--- src/rtl/instr_sequencer_if.sv ---
// ----------------------------------------------------------------------------
// instr_sequencer_if
//   Bundles every non-clock/reset signal of the VR16 instruction sequencer:
//   the imem fetch handshake, the ALU start/done handshake, the register-file
//   write handshake, and the status outputs.
//
//   master : the sequencer (drives requests and status, receives responses)
//   slave  : the surrounding datapath / memory / control environment
//
//   run           env -> seq   resume pulse, honoured only while halted
//   imem_req      seq -> env   fetch request
//   imem_addr     seq -> env   fetch address (= pc)
//   imem_valid    env -> seq   imem_data valid
//   imem_data     env -> seq   instruction word, opcode in [15:12]
//   alu_enable    seq -> env   one-cycle ALU start pulse
//   rf_raddr_a/b  seq -> env   ADD source register addresses
//   alu_done      env -> seq   alu_result valid
//   alu_result    env -> seq   ALU result
//   rf_we         seq -> env   register write request, held until write_done
//   rf_waddr      seq -> env   destination register
//   rf_wdata      seq -> env   write data
//   write_done    env -> seq   register file accepted the write
//   flag_output   seq -> env   class of last decoded instruction
//   pc            seq -> env   current PC
//   halted        seq -> env   sequencer is halted
//   fault         seq -> env   sticky ALU-timeout fault
//   illegal_op    seq -> env   one-cycle pulse on undefined opcode
//   retire_count  seq -> env   retired instruction count
// ----------------------------------------------------------------------------
interface instr_sequencer_if;
    logic        run;
    logic        imem_req;
    logic [11:0] imem_addr;
    logic        imem_valid;
    logic [15:0] imem_data;
    logic        alu_enable;
    logic [1:0]  rf_raddr_a;
    logic [1:0]  rf_raddr_b;
    logic        alu_done;
    logic [15:0] alu_result;
    logic        rf_we;
    logic [1:0]  rf_waddr;
    logic [15:0] rf_wdata;
    logic        write_done;
    logic [1:0]  flag_output;
    logic [11:0] pc;
    logic        halted;
    logic        fault;
    logic        illegal_op;
    logic [15:0] retire_count;

    modport master (
        input  run, imem_valid, imem_data, alu_done, alu_result, write_done,
        output imem_req, imem_addr, alu_enable, rf_raddr_a, rf_raddr_b,
               rf_we, rf_waddr, rf_wdata, flag_output, pc, halted, fault,
               illegal_op, retire_count
    );

    modport slave (
        output run, imem_valid, imem_data, alu_done, alu_result, write_done,
        input  imem_req, imem_addr, alu_enable, rf_raddr_a, rf_raddr_b,
               rf_we, rf_waddr, rf_wdata, flag_output, pc, halted, fault,
               illegal_op, retire_count
    );
endinterface

--- src/rtl/instr_sequencer.sv ---
// ----------------------------------------------------------------------------
// instr_sequencer
//   Multi-cycle fetch/decode/execute scheduler for the VR16 core. Owns the
//   12-bit PC and the instruction register and sequences imem, the ALU and
//   the register-file write port for ADD, STOREI, JUMP, DELETE and HALT.
//
//   Parameters
//     RESET_PC     PC value loaded on reset
//     ALU_TIMEOUT  max EXEC cycles waiting for alu_done before faulting (>=2)
//
//   Ports
//     i_clk    rising-edge clock
//     i_reset  synchronous active-high reset; wins over every other event
//     bus      instr_sequencer_if.master (fetch, ALU, register-file write
//              handshakes and status outputs)
// ----------------------------------------------------------------------------
module instr_sequencer #(
    parameter logic [11:0] RESET_PC    = 12'h000,
    parameter int unsigned ALU_TIMEOUT = 16
) (
    input  logic               i_clk,
    input  logic               i_reset,
    instr_sequencer_if.master  bus
);

    typedef enum logic [2:0] {
        S_FETCH,
        S_DECODE,
        S_EXEC,
        S_WB,
        S_HALTED
    } state_t;

    localparam logic [3:0] OP_ADD    = 4'b0000;
    localparam logic [3:0] OP_STOREI = 4'b1000;
    localparam logic [3:0] OP_JUMP   = 4'b1001;
    localparam logic [3:0] OP_DELETE = 4'b1010;
    localparam logic [3:0] OP_HALT   = 4'b1111;

    // Value of the EXEC timer on the last cycle alu_done is still accepted.
    localparam logic [15:0] EXEC_LAST = 16'(ALU_TIMEOUT - 1);

    state_t      r_state;
    state_t      w_state_nxt;
    logic [11:0] r_pc;
    logic [15:0] r_ir;
    logic [15:0] r_wdata;
    logic [1:0]  r_flag;
    logic        r_fault;
    logic [15:0] r_retire;
    logic [15:0] r_exec_cnt;

    logic        w_ir_load;
    logic        w_pc_inc;
    logic        w_pc_jump;
    logic        w_wdata_load;
    logic [15:0] w_wdata_val;
    logic        w_flag_load;
    logic [1:0]  w_flag_val;
    logic        w_fault_set;
    logic        w_retire;
    logic        w_cnt_inc;
    logic        w_illegal;

    always_ff @(posedge i_clk) begin
        if (i_reset) begin
            r_state <= S_FETCH;
        end else begin
            r_state <= w_state_nxt;
        end
    end

    always_comb begin
        w_state_nxt  = r_state;
        w_ir_load    = 1'b0;
        w_pc_inc     = 1'b0;
        w_pc_jump    = 1'b0;
        w_wdata_load = 1'b0;
        w_wdata_val  = '0;
        w_flag_load  = 1'b0;
        w_flag_val   = r_flag;
        w_fault_set  = 1'b0;
        w_retire     = 1'b0;
        w_cnt_inc    = 1'b0;
        w_illegal    = 1'b0;

        unique case (r_state)
            S_FETCH: begin
                if (bus.imem_valid) begin
                    w_ir_load   = 1'b1;
                    w_state_nxt = S_DECODE;
                end
            end

            S_DECODE: begin
                case (r_ir[15:12])
                    OP_ADD: begin
                        w_flag_load = 1'b1;
                        w_flag_val  = 2'b00;
                        w_state_nxt = S_EXEC;
                    end
                    OP_STOREI: begin
                        w_flag_load  = 1'b1;
                        w_flag_val   = 2'b00;
                        w_wdata_load = 1'b1;
                        w_wdata_val  = {8'h00, r_ir[7:0]};
                        w_state_nxt  = S_WB;
                    end
                    OP_DELETE: begin
                        w_flag_load  = 1'b1;
                        w_flag_val   = 2'b10;
                        w_wdata_load = 1'b1;
                        w_wdata_val  = 16'h0000;
                        w_state_nxt  = S_WB;
                    end
                    OP_JUMP: begin
                        w_flag_load = 1'b1;
                        w_flag_val  = 2'b01;
                        w_pc_jump   = 1'b1;
                        w_retire    = 1'b1;
                        w_state_nxt = S_FETCH;
                    end
                    OP_HALT: begin
                        w_flag_load = 1'b1;
                        w_flag_val  = 2'b11;
                        w_retire    = 1'b1;
                        w_state_nxt = S_HALTED;
                    end
                    default: begin
                        // Undefined opcode: skip it, flag_output keeps the
                        // class of the last defined instruction.
                        w_illegal   = 1'b1;
                        w_pc_inc    = 1'b1;
                        w_retire    = 1'b1;
                        w_state_nxt = S_FETCH;
                    end
                endcase
            end

            S_EXEC: begin
                // alu_done takes priority over the timeout on the last cycle.
                if (bus.alu_done) begin
                    w_wdata_load = 1'b1;
                    w_wdata_val  = bus.alu_result;
                    w_state_nxt  = S_WB;
                end else if (r_exec_cnt == EXEC_LAST) begin
                    w_fault_set = 1'b1;
                    w_state_nxt = S_HALTED;
                end else begin
                    w_cnt_inc = 1'b1;
                end
            end

            S_WB: begin
                if (bus.write_done) begin
                    w_pc_inc    = 1'b1;
                    w_retire    = 1'b1;
                    w_state_nxt = S_FETCH;
                end
            end

            S_HALTED: begin
                if (bus.run && !r_fault) begin
                    w_pc_inc    = 1'b1;
                    w_state_nxt = S_FETCH;
                end
            end

            default: begin
                w_state_nxt = S_FETCH;
            end
        endcase
    end

    always_ff @(posedge i_clk) begin
        if (i_reset) begin
            r_pc       <= RESET_PC;
            r_ir       <= '0;
            r_wdata    <= '0;
            r_flag     <= '0;
            r_fault    <= 1'b0;
            r_retire   <= '0;
            r_exec_cnt <= '0;
        end else begin
            if (w_ir_load) begin
                r_ir <= bus.imem_data;
            end
            if (w_pc_jump) begin
                r_pc <= r_ir[11:0];
            end else if (w_pc_inc) begin
                r_pc <= r_pc + 12'd1;
            end
            if (w_wdata_load) begin
                r_wdata <= w_wdata_val;
            end
            if (w_flag_load) begin
                r_flag <= w_flag_val;
            end
            if (w_fault_set) begin
                r_fault <= 1'b1;
            end
            if (w_retire) begin
                r_retire <= r_retire + 16'd1;
            end
            // Timer restarts from zero whenever EXEC is left or not waiting.
            r_exec_cnt <= w_cnt_inc ? r_exec_cnt + 16'd1 : '0;
        end
    end

    assign bus.imem_req     = (r_state == S_FETCH);
    assign bus.imem_addr    = r_pc;
    assign bus.alu_enable   = (r_state == S_EXEC) && (r_exec_cnt == '0);
    assign bus.rf_raddr_a   = r_ir[9:8];
    assign bus.rf_raddr_b   = r_ir[7:6];
    assign bus.rf_we        = (r_state == S_WB);
    assign bus.rf_waddr     = r_ir[11:10];
    assign bus.rf_wdata     = r_wdata;
    assign bus.flag_output  = r_flag;
    assign bus.pc           = r_pc;
    assign bus.halted       = (r_state == S_HALTED);
    assign bus.fault        = r_fault;
    assign bus.illegal_op   = w_illegal;
    assign bus.retire_count = r_retire;

endmodule
--- src/flat_wrapper.sv ---
// flat-port wrapper written by rule: the top's interface ports become plain ports
module instr_sequencer_flat 
#(
    parameter logic [11:0] RESET_PC    = 12'h000,
    parameter int unsigned ALU_TIMEOUT = 16
)
  (i_clk, i_reset, bus_run, bus_imem_valid, bus_imem_data, bus_alu_done, bus_alu_result, bus_write_done, bus_imem_req, bus_imem_addr, bus_alu_enable, bus_rf_raddr_a, bus_rf_raddr_b, bus_rf_we, bus_rf_waddr, bus_rf_wdata, bus_flag_output, bus_pc, bus_halted, bus_fault, bus_illegal_op, bus_retire_count);
  instr_sequencer_if bus_i ();
  input  logic i_clk;
  input  logic i_reset;
  input wire logic [$bits(bus_i.run)-1:0] bus_run;
  input wire logic [$bits(bus_i.imem_valid)-1:0] bus_imem_valid;
  input wire logic [$bits(bus_i.imem_data)-1:0] bus_imem_data;
  input wire logic [$bits(bus_i.alu_done)-1:0] bus_alu_done;
  input wire logic [$bits(bus_i.alu_result)-1:0] bus_alu_result;
  input wire logic [$bits(bus_i.write_done)-1:0] bus_write_done;
  output wire logic [$bits(bus_i.imem_req)-1:0] bus_imem_req;
  output wire logic [$bits(bus_i.imem_addr)-1:0] bus_imem_addr;
  output wire logic [$bits(bus_i.alu_enable)-1:0] bus_alu_enable;
  output wire logic [$bits(bus_i.rf_raddr_a)-1:0] bus_rf_raddr_a;
  output wire logic [$bits(bus_i.rf_raddr_b)-1:0] bus_rf_raddr_b;
  output wire logic [$bits(bus_i.rf_we)-1:0] bus_rf_we;
  output wire logic [$bits(bus_i.rf_waddr)-1:0] bus_rf_waddr;
  output wire logic [$bits(bus_i.rf_wdata)-1:0] bus_rf_wdata;
  output wire logic [$bits(bus_i.flag_output)-1:0] bus_flag_output;
  output wire logic [$bits(bus_i.pc)-1:0] bus_pc;
  output wire logic [$bits(bus_i.halted)-1:0] bus_halted;
  output wire logic [$bits(bus_i.fault)-1:0] bus_fault;
  output wire logic [$bits(bus_i.illegal_op)-1:0] bus_illegal_op;
  output wire logic [$bits(bus_i.retire_count)-1:0] bus_retire_count;
  assign bus_i.run = bus_run;
  assign bus_i.imem_valid = bus_imem_valid;
  assign bus_i.imem_data = bus_imem_data;
  assign bus_i.alu_done = bus_alu_done;
  assign bus_i.alu_result = bus_alu_result;
  assign bus_i.write_done = bus_write_done;
  assign bus_imem_req = bus_i.imem_req;
  assign bus_imem_addr = bus_i.imem_addr;
  assign bus_alu_enable = bus_i.alu_enable;
  assign bus_rf_raddr_a = bus_i.rf_raddr_a;
  assign bus_rf_raddr_b = bus_i.rf_raddr_b;
  assign bus_rf_we = bus_i.rf_we;
  assign bus_rf_waddr = bus_i.rf_waddr;
  assign bus_rf_wdata = bus_i.rf_wdata;
  assign bus_flag_output = bus_i.flag_output;
  assign bus_pc = bus_i.pc;
  assign bus_halted = bus_i.halted;
  assign bus_fault = bus_i.fault;
  assign bus_illegal_op = bus_i.illegal_op;
  assign bus_retire_count = bus_i.retire_count;
  instr_sequencer #(.RESET_PC(RESET_PC), .ALU_TIMEOUT(ALU_TIMEOUT)) u_core (.i_clk(i_clk), .i_reset(i_reset), .bus(bus_i));
endmodule
--- config.mk ---
export PLATFORM = sky130hd
export DESIGN_NAME = instr_sequencer_flat
export DESIGN_NICKNAME = d
export VERILOG_FILES = /design/src/rtl/instr_sequencer_if.sv /design/src/rtl/instr_sequencer.sv /design/src/flat_wrapper.sv
export SDC_FILE = /design/constraint.sdc
export NUM_CORES = 1
export LEC_CHECK = 0
export ABC_CLOCK_PERIOD_IN_PS = 5260
export CAP_MARGIN = 15
export CORE_AREA = 10 10 122 135
export DETAILED_ROUTE_END_ITERATION = 8
export DIE_AREA = 0 0 132 145
export SLEW_MARGIN = 15
export SYNTH_ARGS = -nofsm -noshare
export SYNTH_HDL_FRONTEND = slang
export SYNTH_SLANG_ARGS = --single-unit
--- constraint.sdc ---
create_clock -name i_clk -period 5.26 [get_ports i_clk]
set_clock_uncertainty 0.1 [all_clocks]
set_input_delay 1.315 -clock i_clk [delete_from_list [all_inputs] [get_ports i_clk]]
set_output_delay 1.315 -clock i_clk [all_outputs]
set_load 0.03 [all_outputs]
Word level (Yosys, flattened, before mapping)

Index checks and enable logic that the tools add are counted.

Flip-flop bits (word level): 82

Add/sub/neg operators: 3
Muxes and demuxes: 35
Reductions and logical operators: 15
Equality and inequality tests: 13
Bitwise operators: 1

Operators with widths:

| kind                                                                   | number |
|---|---|
| 16-bit by 1-bit adder with 16-bit output, second input constant        | 2 |
| 16-bit one-hot mux with 2 select lines                                 | 1 |
| 12-bit two-way mux                                                     | 2 |
| 1-bit two-way mux                                                      | 19 |
| 16-bit by 4-bit equality test with 1-bit output, second input constant | 1 |
| 4-bit equality test, second input constant                             | 4 |
| 16-bit zero test                                                       | 1 |
| 16-bit two-way mux                                                     | 1 |
| 3-bit two-way mux                                                      | 5 |
| 3-bit one-hot mux with 5 select lines                                  | 1 |
| 12-bit by 1-bit adder with 12-bit output, second input constant        | 1 |
| 3-bit one-hot mux with 3 select lines                                  | 1 |
| 8-bit two-way mux                                                      | 1 |
| 2-bit one-hot mux with 4 select lines                                  | 1 |
| 3-bit by 2-bit equality test with 1-bit output, second input constant  | 2 |
| 2-bit OR reduction                                                     | 3 |
| 5-bit OR reduction                                                     | 1 |
| 4-bit zero test                                                        | 1 |
| 2-bit inequality test, second input constant                           | 2 |
| 1-bit one-hot mux with 2 select lines                                  | 2 |
| 4-bit AND reduction                                                    | 1 |
| 4-bit nonzero test                                                     | 1 |
| 3-bit by 1-bit equality test with 1-bit output, second input constant  | 1 |
| 3-bit equality test, second input constant                             | 1 |
| 10 further kinds                                                       | 11 |

Depth between registers and ports, before layout

Gate-level depths: netlist (run 1).

Depth in word-level cells: 6
Mapped depth: 8

Worst setup path after synthesis (run 1)

OpenSTA, ideal clock, no wires.

Path kind: flip-flop to output port
Start: reg u_core.r_state[1]
End: out bus_illegal_op
Slack: 2.566 ns
Stages on the path, launching flop included: 6
Data arrival time: 1.279 ns
Cell sequence: dfxtp_1 -> buf_4 -> nor3b_4 -> buf_6 -> nand2_4 -> nor2_1

Longest elaborated chain between the ends: 2

RTL lines:

| what                                           | line                  | source |
|---|---|---|
| start: declaration                             | instr_sequencer.sv:43 | `state_t r_state;` |
| start signal: assignment                       | instr_sequencer.sv:69 | `r_state <= w_state_nxt;` |
| 3-bit by 1-bit equality test with 1-bit output | instr_sequencer.sv:87 | `unique case (r_state)` |
| 1-bit two-way mux                              | instr_sequencer.sv:87 |  |
| end: declaration                               | flat_wrapper.sv:29    | `output wire logic [$bits(bus_i.illegal_op)-1:0] bus_illegal_op;` |

Every way passes these cells.

Final worst setup path (run 1)

Start: reg u_core.r_state[0]
End: out bus_illegal_op

The elaborated chain is that of the path after synthesis.

==> results.yml, run 1 <==
status:
  status: "complete, no violations"
critical_path:
  cp-start-kind: "flop"
  rr_startpoint: "u_core.r_state[1]"
  r2r_cells: 5
  r2r-end: "u_core.bus.rf_wdata[3]"
  end_kind: "output port"
  path_max_fanout: 12
  worstSetupPathType: "reg -> out"
  required_ps: 3850
  crit_arrival_ps: 2360
  reg2reg_slack_ps: 2630
timing:
  hold_viol: 0
  slew_violations: 0
  setup_viol: 0
  fmaxAchievable_ghz: 0.265
  rsz0062_at_grt: "false"
  max_slew_margin: 0.446
  worst_pin_slew_ps: 828
  min_period_over_period: 0.719
  fin_ws_ps: 1480
  fin_tns_setup_ps: 0
  worst_hold_slack_ps: 365
  period_needed_ps: 3780
clock_tree:
  htree_levels: 3
  insertion_delay_ps: 340
  post_cts_buffers: 0
  clkSinkCount: 82
  cts_made_buffers: 9
  clockBufferDepth: 2
  post_cts_resized: 0
  postCtsHoldBufs: 0
  clkSlewWorstSetupHoldPaths_ps: 60
  cts_tree: "built"
  cts_root_buffer: "clkbuf_16"
global_routing:
  grt_antenna_before_repair: 0
  grt_pass1_vias: 3547
  grt_max_degree: 40
  grt_overflow: 0
  grt_pass1_wl_mm: 18.6
  grt_util_all_layers: 0.119
finish:
  syn_to_final_growth_pct: 31.2
  layout_commonest_cell: "clkdlybuf4s50_1"
  n_fill_cell: 1396
  final_util: 0.387
  layout_common_cells: "clkdlybuf4s50_1, dfxtp_1, nor2_1, nand2_1, a21oi_1"
  layout.nets: 585
  stdcell_count: 736
  drive_above_1_share: 0.0584
  num_antenna_cells: 0
yosys:
  synth_seq_cells: 82
  yosysSeqAreaShare: 0.406
  mappedNetlistArea_um2: 4040
  yosysUniqueCellTypes: 57
  syn_inst: 472
  synth_flop_cell: "dfxtp_1"
  ys_warn_count: 0
  syn_area_per_cell_um2: 8.56
  syn_nets: 514
  postSynth.asyncResetShare: 0
  synth_edf_count: 0
min_path:
  hp-start: "u_core.r_exec_cnt[0]"
  hp-class: "reg -> reg"
  min_to: "u_core.r_exec_cnt[0]"
  min_delay_path_depth: 1
routing:
  dr.pass1.iters: 4
  dr_total_vias: 3638
  drtIter0Drc: 268
  routed_wl_mm: 11.7
  ant_nets: 0
  viasPerCell: 4.94
  drc_errors: 0
  routedWlPerCell_um: 15.9
placement:
  pre_cts_ws_ps: 1800
  place_congestion: 0.755
  post-place-cells: 720
  port_buffers: 107
  post-dp-hpwl_mm: 8.71
power_and_ir_drop:
  power.density_nw_per_um2: 356
  leakagePower_nw: 1.75
  peakVddDrop_mv: 0.142
floorplanning:
  num_rows: 45
  die_y_um: 145
  pin_count: 108
  die-area_um2: 19100
  initial_core_util: 0.295
  dieWidth_um: 132
  core-area_um2: 13700
run:
  drv_cap: 0
==> worst max-delay path, stage by stage, from the launching register on <==
cell and delay, ps:
dfxtp_1 460, nor3b_4 550, nand2_4 120, nor2_1 190, clkdlybuf4s50_1 710
==> where the power goes <==
| part | internal (mW) | leakage, nW | switching, mW |
|---|---|---|---|
| Sequential | 0.677 | 0.664 | 0.0779 |
| Combinational | 0.219 | 0.954 | 0.331 |
| Clock | 0.323 | 0.131 | 0.257 |
| Total | 1.22 | 1.75 | 0.666 |
==> kinds of logic (layout without fill, tap and decap cells) <==
kind of cell             Yosys count  count (layout)  share of synthesized area
AND/OR/NAND/NOR                  207             207                      0.252
AO/OA/AOI/OAI                     90              90                      0.171
flip-flops                        82              82                      0.406
buffers and inverters             58             134                     0.0889
XOR/XNOR                          24              24                     0.0520
multiplexers                       7               7                     0.0177
adder cells (fa/ha/maj)            4               4                     0.0124
==> state kept, by name, indices dropped and copies added, names as in the netlist <==
register / cells
u_core.r_exec_cnt: 16
u_core.bus.rf_wdata: 16
u_core.r_ir: 16
u_core.r_state: 3
u_core.bus.imem_addr: 12
u_core.bus.fault: 1
u_core.bus.flag_output: 2
u_core.bus.retire_count: 16
==> per-layer routing <==
layer | part of all wire | track usage | vias up
met3 | 0.056 | 0.0379 | 8
met5 | 0 | 0 | -
li1 | - | - | 1801
met4 | 0.011 | 0.0490 | 0
met2 | 0.52 | 0.209 | 77
met1 | 0.42 | 0.128 | 1752
==> cells in the mapped netlist (4+ instances only) <==
master,instances,share of area
dfxtp_1,82,0.41
nor2_1,70,0.065
nand2_1,55,0.051
a21oi_1,24,0.030
buf_4,22,0.041
xnor2_1,16,0.035
nand3_1,15,0.019
clkbuf_1,12,0.011
a22oi_1,10,0.019
inv_1,10,0.0093
nor3_1,9,0.011
o21ai_0,9,0.011
a211oi_1,8,0.015
a222oi_1,8,0.020
nand2b_1,8,0.012
nand4_1,8,0.012
nor4_1,8,0.012
xor2_1,8,0.017
or3_1,7,0.011
and3_1,6,0.0093
buf_2,6,0.0074
buf_6,6,0.017
mux2i_1,6,0.015
o22ai_1,5,0.0077
and4_1,4,0.0087
ha_1,4,0.012
o31a_1,4,0.0087
==> how the worst max path moves through the flow <==
stage	from	end	slack, ps	depth (start not counted)
3_3_place_gp	bus_alu_done	u_core.bus.rf_wdata[7]	1870	5
4_1_cts	u_core.r_state[0]	bus_illegal_op	1460	4
3_5_place_dp	bus_alu_done	u_core.bus.rf_wdata[3]	1800	5
2_1_floorplan	u_core.r_state[1]	bus_illegal_op	2570	5
5_1_grt	u_core.r_state[0]	bus_illegal_op	1330	4
6_report	u_core.r_state[0]	bus_illegal_op	1480	4
==> layout make-up <==
cell class	instances	area (µm²)	area share
tap	188	235	0.0444
inverter	10	37.5	0.00709
sequential	82	1640	0.310
clock inverter	5	38.8	0.00732
multi-input combinational	332	2040	0.385
clock buffer	11	233	0.0439
timing repair buffer	108	1070	0.203
==> metrics by stage <==
stage | power [mW] | cell area [µm²]
floorplan | 1.16 | 4040
global placement | 1.31 | 5030
detailed placement | 1.33 | 5030
CTS | 1.92 | 5300
global route | 2.00 | 5300
finish | 1.88 | 5300
Power figures use the tool's default switching activity.
==> run 2: changes to the inputs <==
--- a/config.mk
+++ b/config.mk
@@ -5,7 +5,7 @@
 export SDC_FILE = /design/constraint.sdc
 export NUM_CORES = 1
 export LEC_CHECK = 0
-export ABC_CLOCK_PERIOD_IN_PS = 5260
+export ABC_CLOCK_PERIOD_IN_PS = 3200
 export CAP_MARGIN = 15
 export CORE_AREA = 10 10 122 135
 export DETAILED_ROUTE_END_ITERATION = 8
==> constraint.sdc (replaced) <==
create_clock -name i_clk -period 3.2 [get_ports i_clk]
set_clock_uncertainty 0.1 [all_clocks]
set_input_delay 0.8 -clock i_clk [delete_from_list [all_inputs] [get_ports i_clk]]
set_output_delay 0.8 -clock i_clk [all_outputs]
set_load 0.03 [all_outputs]
==> run 2 against run 1 <==
Net effect: critical path depth did not move; die area did not move; clock power rose by 72%; final cell count rose by 0.54%; worst hold slack improved by 5.3 ps; non-clock buffer count rose by 4; total power rose by 69%; utilization rose by 0.43 points; sequential share of layout area fell by 0.34 points; first-iteration DRC count rose by 6.0%; flip-flop and latch count did not move; critical endpoint unchanged.
==> results.yml, run 2 (same netlist as run 1, synthesis figures left out) <==
status:
  status: "complete, no violations"
timing:
  min_period_over_period: 0.951
  fin_ws_ps: 156
  hold_viol: 0
  fin_tns_setup_ps: 0
  worst_pin_slew_ps: 725
  setup_viol: 0
  slew_violations: 0
  worst_hold_slack_ps: 371
  rsz0062_at_grt: "false"
  max_slew_margin: 0.516
  fmaxAchievable_ghz: 0.329
  period_needed_ps: 3040
critical_path:
  worstSetupPathType: "reg -> out"
  cp-start-kind: "flop"
  cp_num_cells: 4
  max_stage_delay_ps: 700
  critical-path-slowest-cell: "clkdlybuf4s50_1"
  cp.buffers_inverters: 1
  end_kind: "output port"
  r2r-end: "u_core.bus.retire_count[15]"
  path_delay_family: "buffers and inverters"
  rr_startpoint: "u_core.r_state[0]"
  crit_chain: "nor3_1, a31o_2, nor2_1, clkdlybuf4s50_1"
  path_max_fanout: 13
  r2r_cells: 6
  crit_arrival_ps: 2140
  required_ps: 2300
  reg2reg_slack_ps: 920
global_routing:
  grt_pass1_wl_mm: 18.8
  grt_max_degree: 73
  grt_pass1_vias: 3550
  grt_antenna_before_repair: 0
  grt_overflow: 0
  grt_util_all_layers: 0.120
clock_tree:
  cts_tree: "built"
  postCtsHoldBufs: 0
  clkSlewWorstSetupHoldPaths_ps: 60
  post_cts_buffers: 0
  htree_levels: 3
  cts_made_buffers: 9
  insertion_delay_ps: 350
  post_cts_resized: 0
  cts_root_buffer: "clkbuf_16"
  clockBufferDepth: 2
  clkSinkCount: 82
floorplanning:
  core-area_um2: 13700
  pin_count: 108
  initial_core_util: 0.295
  num_rows: 45
  die_y_um: 145
  die-area_um2: 19100
  dieWidth_um: 132
placement:
  pre_cts_ws_ps: 528
  place_congestion: 0.828
  place_area_um2: 5070
  post-place-cells: 724
  post-dp-hpwl_mm: 8.72
  port_buffers: 107
routing:
  ant_nets: 0
  dr.pass1.iters: 5
  dr_total_vias: 3657
  routed_wl_mm: 11.7
  drtIter0Drc: 284
  routedWlPerCell_um: 15.8
  drc_errors: 0
  viasPerCell: 4.94
min_path:
  hp-start: "u_core.r_exec_cnt[0]"
  hp-class: "reg -> reg"
  min_to: "u_core.r_exec_cnt[0]"
  min_delay_path_depth: 1
power_and_ir_drop:
  peakVddDrop_mv: 0.227
  power.density_nw_per_um2: 593
  finalPower_mw: 3.18
  leakagePower_nw: 1.78
finish:
  stdcell_area_um2: 5360
  layout_common_cells: "clkdlybuf4s50_1, dfxtp_1, nor2_1, nand2_1, a21oi_1"
  stdcell_count: 740
  syn_to_final_growth_pct: 32.6
  multi_input_area_um2: 2040
  num_antenna_cells: 0
  drive_above_1_share: 0.0688
  final_util: 0.391
  layout.nets: 589
  layout_commonest_cell: "clkdlybuf4s50_1"
  seq_area_um2: 1640
  n_fill_cell: 1398
run:
  drv_cap: 0
==> run 2: changes by cell type in the layout (fill, tap and decap cells not counted), sizes merged <==
cell	before	now
buf	2	6
==> run 2: how the worst max path moves through the flow <==
stage / from / to
6_report: u_core.r_ir[12] / bus_illegal_op
5_1_grt: u_core.r_state[1] / bus_alu_enable
4_1_cts: u_core.r_state[1] / bus_alu_enable
3_5_place_dp: u_core.r_state[1] / bus_alu_enable
3_3_place_gp: u_core.r_ir[12] / bus_illegal_op
2_1_floorplan: u_core.r_state[2] / u_core.r_ir[6]
==> run 2: layout make-up <==
type / count / share of cell area
clock buffer: 11 / 0.0472
clock inverter: 5 / 0.00654
multi-input combinational: 332 / 0.381
inverter: 10 / 0.00701
tap: 188 / 0.0439
timing repair buffer: 112 / 0.208
sequential: 82 / 0.306
==> run 2: power breakdown <==
part / total (mW) / internal, mW / switching, mW
Sequential: 1.23 / 1.11 / 0.120
Combinational: 0.941 / 0.382 / 0.559
Clock: 1.00 / 0.571 / 0.433
==> run 2: layer usage <==
layer | share of wire | vias to the layer above | global-route usage
met4 | 0.023 | 0 | 0.0540
met2 | 0.49 | 95 | 0.203
li1 | - | 1808 | -
met3 | 0.057 | 17 | 0.0341
met5 | 0 | - | 0
met1 | 0.43 | 1737 | 0.136
==> RTL edit 1, RTL diff (settings of run 1) <==
The 5 states of `state_t` get a one-hot encoding in 5 bits.
--- a/src/rtl/instr_sequencer.sv
+++ b/src/rtl/instr_sequencer.sv
@@ -23,12 +23,12 @@
     instr_sequencer_if.master  bus
 );
 
-    typedef enum logic [2:0] {
-        S_FETCH,
-        S_DECODE,
-        S_EXEC,
-        S_WB,
-        S_HALTED
+    typedef enum logic [4:0] {
+        S_FETCH  = 5'b00001,
+        S_DECODE = 5'b00010,
+        S_EXEC   = 5'b00100,
+        S_WB     = 5'b01000,
+        S_HALTED = 5'b10000
     } state_t;
 
     localparam logic [3:0] OP_ADD    = 4'b0000;
Function: no difference found for any inputs over 10 cycles, from zero or initial values and one cycle with i_reset high; not proved beyond that.
==> RTL edit 1 against run 1 <==
- sequential cell count increased by 2
- synthesized area decreased by 1.9%
- final area increased by 0.64%
- cell count increased by 2.2%
- worst setup slack got worse by 89 ps
- wire length increased by 0.59%
Power is not compared: it rests on default switching activity, and its combinational part moved more than twofold at a synthesized area within 25%.
==> RTL edit 1: results (changes against run 1) <==
[layout]
drive_above_1_share = 0.0426  ; -0.0158
fillers = 1398  ; +0.14%
antenna_cells = 0  ; unchanged
layout.nets = 603  ; +3.1%

[logic_synthesis]
synth.distinct_cells = 50  ; -12%
synth_compound_area_frac = 0.179  ; +0.00802
synth.yosys.seq_area_share = 0.424  ; +0.0179
synthTopCellsByArea = dfxtp_1 42%, xor2_1 6.2%, nor2_1 6.0%
synthAdderAreaFrac = 0.0126  ; +0.000239
synth-async-reset-ratio = 0  ; unchanged
synthCells = 482  ; +2.1%
synth_nets = 524  ; +1.9%
synth_xor_area_frac = 0.0685  ; +0.0165
synthMuxAreaShare = 0.00505  ; -0.0126
yosys_warnings = 0  ; unchanged
synthTopCellsByCount = 84 x dfxtp_1, 63 x nor2_1, 57 x nand2_1
synth-main-ff-cell = dfxtp_1
synth_top_family_by_area = simple AND/OR/NAND/NOR gates

[clock_network]
cts-root-buf = clkbuf_16
cts_buffers = 9  ; unchanged
post_cts_resized = 0  ; unchanged
cts_setup_buffers = 0  ; unchanged
htree_num_levels = 3  ; unchanged
clock_latency_ps = 340  ; about the same
clockBufferDepth = 2  ; unchanged
clkTransAtPathRegs_ps = 60  ; about the same

[drt]
routed_wl_microns = 11800  ; +0.59%
initialDrtViolationCount = 228  ; -15%
routedWlPerCell_microns = 15.6  ; -1.5%
first_pass_iters = 4  ; unchanged
via_per_inst = 4.93  ; -0.27%

[floorplanning]
design.core.area_sq_um = 13700  ; unchanged

[global_route]
grt.total_usage = 0.121  ; +0.00250
grt_max_degree = 37  ; -7.5%
antenna_found_initial = 0  ; unchanged
grt_pass1_wl_microns = 19100  ; +2.6%
grt_pass1_vias = 3591  ; +1.2%

[timing]
relSlewSlack = 0.434  ; -0.0128

[place]
portBuffers = 107  ; unchanged
dp_hpwl_microns = 8810  ; +1.1%
placed_cells = 738  ; +2.5%
routabilityCongestion = 0.801  ; +6.1%

[power]
ir_drop_mv = 0.120
leakage_uw = 0.00181

[min_path]
hp-class = flip-flop to flip-flop

[critical_path]
cp_data_arrival_time_ps = 2450  ; +90 ps
cpMaxStageDelayCell = clkdlybuf4s50_1
crit_family = simple AND/OR/NAND/NOR gates
crit_fanout = 8  ; -4

[run_status]
outcome = completed

[RTL edit 1: path summary, 6_finish.rpt]
path                     startpoint                      end  slack (ps)  cells after the start
min reg2reg  u_core.bus.rf_wdata[7]   u_core.bus.rf_wdata[7]         350                      2
max               u_core.r_state[1]           bus_alu_enable        1390                      4
min          u_core.bus.rf_wdata[7]   u_core.bus.rf_wdata[7]         350                      2
max reg2reg       u_core.r_state[2]  u_core.bus.imem_addr[9]        2800                      5
[RTL edit 1: stage by stage]
stage                     power [uW]   util  setup WS, ps  area, sq um  hold WS [ps]
after global placement           788  0.370          1730         5060           343
after global routing            1440  0.390          1260         5330           368
final                           1380  0.390          1390         5330           353
after detailed placement         790  0.370          1750         5060           343
after floorplan                  738      -          1980         3960           330
after CTS                       1400  0.390          1350         5330           351
[RTL edit 1: cell families after synthesis]
logic type,after synthesis
AND/OR/NAND/NOR,200
AO/OA/AOI/OAI,106
flip-flops,84
buffers and inverters,55
XOR/XNOR,31
adder cells (fa/ha/maj),4
multiplexers,2
[RTL edit 1: power by group]
| part | switching, uW | leakage (uW) | internal, uW |
|---|---|---|---|
| Sequential | 15.3 | 0.000679 | 648 |
| Combinational | 62.3 | 0.000994 | 49.7 |
| Clock | 242 | 0.000135 | 361 |
| Total | 320 | 0.00181 | 1060 |
[RTL edit 1: layout make-up]
cell class / instances / area, sq um / area share
clock buffer: 11 / 233 / 0.0437
timing repair buffer: 110 / 1090 / 0.204
multi-input combinational: 343 / 2000 / 0.376
inverter: 13 / 48.8 / 0.00915
tap: 188 / 235 / 0.0441
clock inverter: 3 / 40.0 / 0.00751
sequential: 84 / 1680 / 0.315
[RTL edit 1: worst reg2reg max path: stages (launching register included)]
cell     delay [ps]
dfxtp_1         350
or3_1           520
or4_4           530
o211a_2         230
or4_1           500
a31oi_1         170
[RTL edit 1: per-layer routing]
metal | GRT usage | vias up | part of all wire
met1 | 0.146 | 1755 | 0.45
met5 | 0 | - | 0
li1 | - | 1838 | -
met3 | 0.0334 | 15 | 0.053
met4 | 0.0523 | 0 | 0.021
met2 | 0.198 | 99 | 0.47
==> RTL edit 2, RTL diff (config.mk and constraints of run 1) <==
Without the edit above. `ALU_TIMEOUT` is set to 16 in 2 places; all go to 12.
--- a/src/rtl/instr_sequencer.sv
+++ b/src/rtl/instr_sequencer.sv
@@ -16,7 +16,7 @@
 // ----------------------------------------------------------------------------
 module instr_sequencer #(
     parameter logic [11:0] RESET_PC    = 12'h000,
-    parameter int unsigned ALU_TIMEOUT = 16
+    parameter int unsigned ALU_TIMEOUT = 12
 ) (
     input  logic               i_clk,
     input  logic               i_reset,
--- a/src/flat_wrapper.sv
+++ b/src/flat_wrapper.sv
@@ -2,7 +2,7 @@
 module instr_sequencer_flat 
 #(
     parameter logic [11:0] RESET_PC    = 12'h000,
-    parameter int unsigned ALU_TIMEOUT = 16
+    parameter int unsigned ALU_TIMEOUT = 12
 )
   (i_clk, i_reset, bus_run, bus_imem_valid, bus_imem_data, bus_alu_done, bus_alu_result, bus_write_done, bus_imem_req, bus_imem_addr, bus_alu_enable, bus_rf_raddr_a, bus_rf_raddr_b, bus_rf_we, bus_rf_waddr, bus_rf_wdata, bus_flag_output, bus_pc, bus_halted, bus_fault, bus_illegal_op, bus_retire_count);
   instr_sequencer_if bus_i ();
Check against the original RTL: no difference found for any inputs over 10 cycles, from zero or initial values and one cycle with i_reset high; that may be too few to reach the edited logic, so the function may still have changed.
==> RTL edit 2 against run 1 <==
- wire length fell by 2.6%
- sequential power rose by 0.5%
- worst setup slack worse by 67 ps
- register-to-register slack better by 170 ps
- synthesized area down 3.8%
- largest cell class unchanged
- cell count is 0.41% higher
- count of clock-buffer cells in the layout rose by 2
- power up 6.2%
- sequential cell count did not move
- final area decreased by 0.71%
- non-clock buffer count is the same
==> RTL edit 2: results (changes against run 1) <==
[run_status]
outcome = completed

[logic_synthesis]
synthTopCellsByArea = dfxtp_1 42%, nand2_1 6.1%, nor2_1 5.5%
yosys_warnings = 0  ; unchanged
synth.yosys.seq_area_share = 0.422  ; +0.0160
synth.distinct_cells = 55  ; -3.5%
syn_area_per_cell_sq_um = 8.36  ; -2.3%
synth-async-reset-ratio = 0  ; unchanged
synthTopCellsByCount = 82 x dfxtp_1, 63 x nand2_1, 57 x nor2_1
synth_top_area_frac = 0.422  ; +0.0160
synth_nets = 507  ; -1.4%

[drt]
dr_total_vias = 3594  ; -1.2%
routed_wl_microns = 11400  ; -2.6%
via_per_inst = 4.86  ; -1.6%
first_pass_iters = 4  ; unchanged
initialDrtViolationCount = 210  ; -22%

[global_route]
grt_max_degree = 67  ; +68%
grtUsageMet3 = 0.0324  ; -0.00552
antenna_found_initial = 0  ; unchanged
grt_pass1_vias = 3514  ; -0.93%
grt_util_met2 = 0.190  ; -0.0186
met1_usage = 0.140  ; +0.0121
grt_pass1_wl_microns = 18400  ; -1.4%
grt.total_usage = 0.117  ; -0.00223

[power]
ir_drop_mv = 0.158  ; +11%
leakage_uw = 0.00174  ; -0.43%

[clock_network]
cts_buffers = 9  ; unchanged
clkTransAtPathRegs_ps = 60  ; about the same
cts-root-buf = clkbuf_16
htree_num_levels = 3  ; unchanged
cts_setup_buffers = 0  ; unchanged
clockBufferDepth = 2  ; unchanged
post_cts_resized = 0  ; unchanged
cts_hold_buf = 0  ; unchanged

[critical_path]
r2r_cells = 5  ; unchanged
crit_start = u_core.r_state[1]
cpMaxStageDelayCell = clkdlybuf4s50_1
max_stage_delay_ps = 740  ; +30 ps
timing.rr.start = u_core.r_state[0]
crit_fanout = 9  ; -3
cp_data_arrival_time_ps = 2430  ; +70 ps

[place]
placed_cells = 724  ; +0.56%
pre_cts_slack_ps = 1790  ; -1.58 ps
routabilityCongestion = 0.813  ; +7.7%
dp_hpwl_microns = 8420  ; -3.4%
portBuffers = 107  ; unchanged

[min_path]
hp-class = flip-flop to flip-flop
hold_depth = 1  ; unchanged
min_from = u_core.r_exec_cnt[0]

[layout]
layout.nets = 589  ; +0.68%
antenna_cells = 0  ; unchanged
fillers = 1394  ; -0.14%
drive_above_1_share = 0.0544  ; -0.00395

[timing]
relSlewSlack = 0.408  ; -0.0386
slew_viol_final = 0  ; unchanged

RTL edit 2: changes by cell type after synthesis, moves of 8 or more:
cell,delta
a22oi_1,+13
nor2_1,-13
a21oi_1,+11
a222oi_1,-8
nand2_1,+8
RTL edit 2: metal layers:
metal	up-vias	routed length, microns
met5	-	0
met4	0	196
met3	15	653
met2	91	5400
met1	1684	5120
li1	1804	-
RTL edit 2: cells by family (layout without fill, tap and decap cells):
kind of cell / count (synthesis) / count (layout) / synth area share
simple gates: 191 / 191 / 0.236
compound gates: 109 / 109 / 0.193
flops: 82 / 82 / 0.422
buf+inv: 53 / 139 / 0.0773
xor+xnor: 26 / 26 / 0.0586
fa+ha+maj: 4 / 4 / 0.0129
RTL edit 2: power breakdown:
group / total (uW) / switching (uW) / internal, uW / leakage [uW]
logic: 593 / 373 / 220 / 0.000925
registers: 759 / 78.7 / 681 / 0.000664
clock network: 649 / 246 / 403 / 0.000152
total: 2000 / 697 / 1300 / 0.00174
RTL edit 2: per-stage QoR:
step | hold WS [ps] | area, sq um
after floorplan | 330 | 3890
after global routing | 385 | 5260
after global placement | 347 | 4950
after detailed placement | 355 | 4950
final | 368 | 5260
after CTS | 369 | 5260
RTL edit 2: final timing paths:
path	end	slack, ps
max	bus_alu_enable	1410
min	u_core.r_exec_cnt[0]	370
max reg2reg	u_core.bus.retire_count[15]	2800
min reg2reg	u_core.r_exec_cnt[0]	370
RTL edit 2: critical path, delay by kind of cell, from the launching register on:
family        cells  cell delay, ps
buf+inv           1             740
flops             1             540
simple gates      2             810
RTL edit 2: layout make-up:
| type | instances | area [sq um] | share of cell area |
|---|---|---|---|
| clock buffers | 13 | 270 | 0.0514 |
| flip-flops and latches | 82 | 1640 | 0.312 |
| well taps | 188 | 235 | 0.0447 |
| repair buffers | 108 | 1070 | 0.204 |
| multi-input cells | 330 | 1940 | 0.370 |
| clock inverters | 2 | 35.0 | 0.00666 |
| inverters | 16 | 60.1 | 0.0114 |
